<file path="config.mk">
export PLATFORM = sky130hd
export DESIGN_NAME = mole_ctrl_flat
export DESIGN_NICKNAME = d
export VERILOG_FILES = /design/src/rtl/mole_ctrl_if.sv /design/src/rtl/mole_ctrl.sv /design/src/flat_wrapper.sv
export SDC_FILE = /design/constraint.sdc
export NUM_CORES = 1
export LEC_CHECK = 0
export BUFFER_PORTS_ARGS = -buffer_cell sky130_fd_sc_hd__buf_2
export CORE_MARGIN = 3
export CORE_UTILIZATION = 58
export DETAILED_ROUTE_END_ITERATION = 8
export PLACE_DENSITY = 0.82
export SYNTH_ARGS = -nofsm -noshare
export SYNTH_HDL_FRONTEND = slang
export SYNTH_SLANG_ARGS = --single-unit
</file>
<file path="constraint.sdc">
create_clock -name clk -period 2.8 [get_ports clk]
set_clock_uncertainty 0.05 [all_clocks]
set_input_delay 0.14 -clock clk [delete_from_list [all_inputs] [get_ports clk]]
set_output_delay 0.14 -clock clk [all_outputs]
set_load 0.02 [all_outputs]
</file>
<file path="src/rtl/mole_ctrl_if.sv">
// Handshake bundle between the whack-a-mole controller and its player/timebase side.
interface mole_ctrl_if;
   logic       start;
   logic       tick;
   logic [3:0] btn;
   logic [3:0] mole;
   logic       hit;
   logic       miss;
   logic       score_clr;
   logic [4:0] round;
   logic       busy;
   logic       done;

   modport master (
      output start, tick, btn,
      input  mole, hit, miss, score_clr, round, busy, done
   );

   modport slave (
      input  start, tick, btn,
      output mole, hit, miss, score_clr, round, busy, done
   );
endinterface

</file>
<file path="src/rtl/mole_ctrl.sv">
// Whack-a-mole game controller: lights one random hole per round, times it out
// on tick pulses, and reports hits, misses and score-clear pulses.
module mole_ctrl #(
   parameter int unsigned MOLE_TICKS = 8,
   parameter int unsigned GAP_TICKS  = 2,
   parameter int unsigned ROUNDS     = 20
) (
   input logic         clk,
   input logic         reset,
   mole_ctrl_if.slave  bus
);

   localparam int unsigned CNT_W   = 4;
   localparam int unsigned ROUND_W = 5;
   localparam logic [3:0]  LFSR_SEED = 4'b1001;

   typedef enum logic [1:0] {
      IDLE = 2'd0,
      SHOW = 2'd1,
      GAP  = 2'd2,
      DONE = 2'd3
   } state_t;

   state_t               state;
   state_t               state_nxt;
   logic [3:0]           lfsr;
   logic [3:0]           btn_q;
   logic [3:0]           mole_q;
   logic [CNT_W-1:0]     cnt;
   logic [ROUND_W-1:0]   round_q;

   logic [3:0] press;
   logic [3:0] mole_new;
   logic       start_ok;
   logic       hit_cond;
   logic       show_exp;
   logic       gap_exp;
   logic       last_round;

   // Shared decode used by next-state, output and datapath logic
   assign press      = bus.btn & ~btn_q;
   assign mole_new   = 4'b0001 << lfsr[1:0];
   assign start_ok   = ((state == IDLE) || (state == DONE)) && bus.start;
   assign hit_cond   = (state == SHOW) && ((press & mole_q) != 4'b0000);
   assign show_exp   = (state == SHOW) && bus.tick && (cnt == CNT_W'(MOLE_TICKS - 1));
   assign gap_exp    = (state == GAP) && bus.tick && (cnt == CNT_W'(GAP_TICKS - 1));
   assign last_round = (round_q == ROUND_W'(ROUNDS));

   always_ff @(posedge clk) begin
      if (reset) state <= IDLE;
      else       state <= state_nxt;
   end

   always_comb begin
      state_nxt = state;
      case (state)
         IDLE:    if (start_ok) state_nxt = SHOW;
         SHOW:    if (hit_cond || show_exp) state_nxt = GAP;
         GAP:     if (gap_exp) state_nxt = last_round ? DONE : SHOW;
         DONE:    if (start_ok) state_nxt = SHOW;
         default: state_nxt = IDLE;
      endcase
   end

   // Event pulses are Mealy and suppressed while reset is asserted
   always_comb begin
      bus.hit       = 1'b0;
      bus.miss      = 1'b0;
      bus.score_clr = 1'b0;
      bus.busy      = 1'b0;
      bus.done      = 1'b0;
      if (!reset) begin
         bus.hit       = hit_cond;
         bus.miss      = show_exp && !hit_cond;
         bus.score_clr = start_ok;
      end
      bus.busy = (state == SHOW) || (state == GAP);
      bus.done = (state == DONE);
   end

   assign bus.mole  = mole_q;
   assign bus.round = round_q;

   always_ff @(posedge clk) begin
      if (reset) begin
         lfsr    <= LFSR_SEED;
         btn_q   <= 4'b0000;
         mole_q  <= 4'b0000;
         cnt     <= '0;
         round_q <= '0;
      end else begin
         lfsr  <= {lfsr[2:0], lfsr[3] ^ lfsr[2]};
         btn_q <= bus.btn;
         case (state)
            IDLE, DONE: begin
               if (bus.start) begin
                  mole_q  <= mole_new;
                  round_q <= ROUND_W'(1);
                  cnt     <= '0;
               end
            end
            SHOW: begin
               if (hit_cond || show_exp) begin
                  mole_q <= 4'b0000;
                  cnt    <= '0;
               end else if (bus.tick) begin
                  cnt <= cnt + CNT_W'(1);
               end
            end
            GAP: begin
               if (gap_exp) begin
                  cnt <= '0;
                  if (!last_round) begin
                     round_q <= round_q + ROUND_W'(1);
                     mole_q  <= mole_new;
                  end
               end else if (bus.tick) begin
                  cnt <= cnt + CNT_W'(1);
               end
            end
            default: ;
         endcase
      end
   end

endmodule

</file>
<file path="src/flat_wrapper.sv">
// flat-port wrapper written by rule: the top's interface ports become plain ports
module mole_ctrl_flat 
#(
   parameter int unsigned MOLE_TICKS = 8,
   parameter int unsigned GAP_TICKS  = 2,
   parameter int unsigned ROUNDS     = 20
)
  (clk, reset, bus_start, bus_tick, bus_btn, bus_mole, bus_hit, bus_miss, bus_score_clr, bus_round, bus_busy, bus_done);
  mole_ctrl_if bus_i ();
  input logic clk;
  input logic reset;
  input wire logic [$bits(bus_i.start)-1:0] bus_start;
  input wire logic [$bits(bus_i.tick)-1:0] bus_tick;
  input wire logic [$bits(bus_i.btn)-1:0] bus_btn;
  output wire logic [$bits(bus_i.mole)-1:0] bus_mole;
  output wire logic [$bits(bus_i.hit)-1:0] bus_hit;
  output wire logic [$bits(bus_i.miss)-1:0] bus_miss;
  output wire logic [$bits(bus_i.score_clr)-1:0] bus_score_clr;
  output wire logic [$bits(bus_i.round)-1:0] bus_round;
  output wire logic [$bits(bus_i.busy)-1:0] bus_busy;
  output wire logic [$bits(bus_i.done)-1:0] bus_done;
  assign bus_i.start = bus_start;
  assign bus_i.tick = bus_tick;
  assign bus_i.btn = bus_btn;
  assign bus_mole = bus_i.mole;
  assign bus_hit = bus_i.hit;
  assign bus_miss = bus_i.miss;
  assign bus_score_clr = bus_i.score_clr;
  assign bus_round = bus_i.round;
  assign bus_busy = bus_i.busy;
  assign bus_done = bus_i.done;
  mole_ctrl #(.MOLE_TICKS(MOLE_TICKS), .GAP_TICKS(GAP_TICKS), .ROUNDS(ROUNDS)) u_core (.clk(clk), .reset(reset), .bus(bus_i));
endmodule
</file>
==> summary.txt <==
STA
  • Fin. Hold Viols: 0
  • Top achievable clock speed: just under 500 MHz
  • Fin crit share: between 70% and 80%
  • Worst Tran Pin Value: 0.546 ns
  • Setup violations, final: 0
  • Fin. max-slew vios: 0
  • Fin Setup TNS: 0 ns
  • Worst setup margin: around 0.72 ns
  • Slew margin rel.: about 63%
  • RSZ-0062 raised after global routing: false
  • Fin crit period: about 2.1 ns

Place
  • PortBufs: 21
  • Post-DP HPWL: about 1800 um
  • DP Worst Slack: between 0.7 and 0.8 ns
  • Final GP Congestion: roughly 0.8

Logic synthesis
  • Post-synth EDFFs: 0
  • Mean Syn Cell Area: approximately 8.9 sq um
  • Count of cell types in the netlist: 35
  • Top FF cell, synth: dfxtp_1
  • Mapped Cells: 135
  • Syn Nets: 150
  • Post-synth ARST share: 0%
  • Synth top area cells: dfxtp_1 (38%), ha_1 (7.3%), nand2b_1 (3.6%), nor2b_1 (3.6%), nand2_1 (3.4%)
  • Cell taking the most area after synthesis: dfxtp_1
  • Most frequent cell after synthesis: dfxtp_1
  • Yosys top cell area share: a little under two fifths
  • Commonest cells post-synth: dfxtp_1 (23), nand2_1 (11), nor2_1 (11), inv_1 (8)
  • Yosys warns: 0
  • Mapped Area: between 1000 and 1500 sq um
  • Register area share after synthesis: 38.3%
  • Synthesis-stage register bit count: 23

GRT
  • Largest net degree at the start of global routing: 31
  • GRT Total Usage: 20.1%
  • Congestion Overflow GR: 0
  • Initial antenna violation count: 0
  • First-pass GRT wire length: between 4000 and 5000 um
  • Vias in the first global route: 940

Floorplan
  • Die Ht: 51.5 um
  • Starting density of the core: roughly 65%
  • Cell Rows: 15
  • Boundary pin count: 22
  • Core area: between 1500 and 2000 sq um
  • Die ar.: between 2000 and 3000 sq um
  • Die Wd: around 52 um

Clock network
  • Worst-path clk slew: ~0.11 ns
  • Postcts setup bufs: 0
  • H-tree levels: 1
  • TritonCTS Sinks: 23
  • Root buffer cell: clkbuf_4
  • TritonCTS clock tree: built
  • Maximum root-to-sink buffer count: 2
  • CTS Buf Count: 3
  • Post-cts sizing count: 0
  • Latest clock arrival within the worst-skew pair: 0.31 ns
  • Post-CTS Hold Fix Bufs: 0

Finish
  • Layout area overhead: 12.3%
  • Layout Utilization: roughly three quarters
  • Antenna Cells: 0
  • Fin nets: approximately 170
  • Layout cells sized above 1: about a fifth

Power
  • Peak supply drop: about 470 uV
  • Pwr/cell area: between 800 and 900 nW/um^2
  • Static Leakage: ~0.56 nW

Route
  • Wire per inst: ~13 um
  • Post-DRT Antenna Nets: 0
  • Drt first pass iters: 4
  • DR vias: slightly above 1,000
  • First DRT Iteration DRCs: 24
  • DR DRC count: 0
  • DRT Wirelength: approximately 2400 um
  • Vias per std cell: roughly 5.7

Critical path
  • Critical Path RT: about 3.0 ns
  • Arrival time worst endpoint: 2.24 ns
  • CP Launch Type: register
  • Crit. End Element: register
  • Crit Path Max Fanout: 7
  • Crit Path Class: reg -> reg

Run status
  • Status: complete, no violations

Flow run
  • Max_cap viols: 0

Min path
  • Worst hold path type: in -> reg
## cell type report
cell class / instances / area [sq um]
Clock buffer: 4 / 26.3
Sequential cell: 23 / 460
Timing Repair Buffer: 21 / 105
Tap cell: 25 / 31.3
Multi-Input combinational cell: 100 / 697
Inverter: 8 / 30.0
Fill cell: 152 / 489
## critical path: stages, from the launching register on
cell,delay (ns)
dfxtp_1,0.38
inv_1,0.07
ha_1,0.34
inv_1,0.13
nor2_1,0.41
a21o_2,0.15
a31o_2,0.12
mux2_2,0.33
## sequential cells by signal (all words and copies together), names as in the netlist
signal	cells
u_core.lfsr	4
u_core.state	2
u_core.cnt	4
u_core.bus.mole	4
u_core.bus.round	5
u_core.btn_q	4
## where the power goes
part | total [mW] | switching, mW | internal (mW)
clock | 0.153 | 0.0975 | 0.0557
sequential | 0.413 | 0.0412 | 0.372
combinational | 0.542 | 0.338 | 0.204
## worst paths after layout
path                                      from                            to  slack [ns]  cells after the start
setup / recovery  u_core.state[0]$_SDFFE_PP0P_  u_core.state[0]$_SDFFE_PP0P_        0.72                      7
hold / removal                      bus_btn[0]    u_core.btn_q[0]$_SDFF_PP0_       0.007                      2
setup reg to reg  u_core.state[0]$_SDFFE_PP0P_  u_core.state[0]$_SDFFE_PP0P_        0.72                      7
hold reg to reg      u_core.lfsr[2]$_SDFF_PP0_     u_core.lfsr[3]$_SDFF_PP1_        0.43                      1
## stage by stage
stage                     area [sq um]  total power [mW]  hold WS, ns  instances
final                             1350              1.11      0.00676        181
after CTS                         1350              1.11      0.00146        181
after global routing              1350              1.19      0.00826        181
after floorplan                   1200             0.830        0.218        135
after detailed placement          1320             0.961        0.329        177
after global placement            1320             0.944        0.321        177
## metal layers
metal  track usage, %  share of wire (%)  wire, um
met2             35.0                 50      1180
met1             25.8                 46      1100
met5                0                  0         0
met4             6.11               0.97        23
met3             2.58                3.1        73
## logic make-up after synthesis
kind of cell               count (synthesis)  share of synthesized area, %
xor gates and xnor gates                   1                         0.729
buffers and inverters                     12                          3.75
muxes                                      5                          4.27
and+or+nand+nor                           60                          28.5
AOI/OAI and AO/OA                         27                          17.2
adders and majority gates                  7                          7.28
DFF                                       23                          38.3
## layout by cell type, fill, tap and decap left out, types with 3 or more instances in the layout
master / instances
dfxtp_1: 23
buf_2: 21
nand2_1: 11
nor2_1: 11
inv_1: 8
nand3_1: 7
nand2b_1: 7
nor2b_1: 7
ha_1: 7
a21oi_1: 6
a31oi_1: 5
nand3b_1: 4
o21ai_0: 4
mux2i_1: 4
o31ai_1: 3
or4_1: 3
clkbuf_4: 3
No activity file was read; power rests on OpenSTA's default activity.
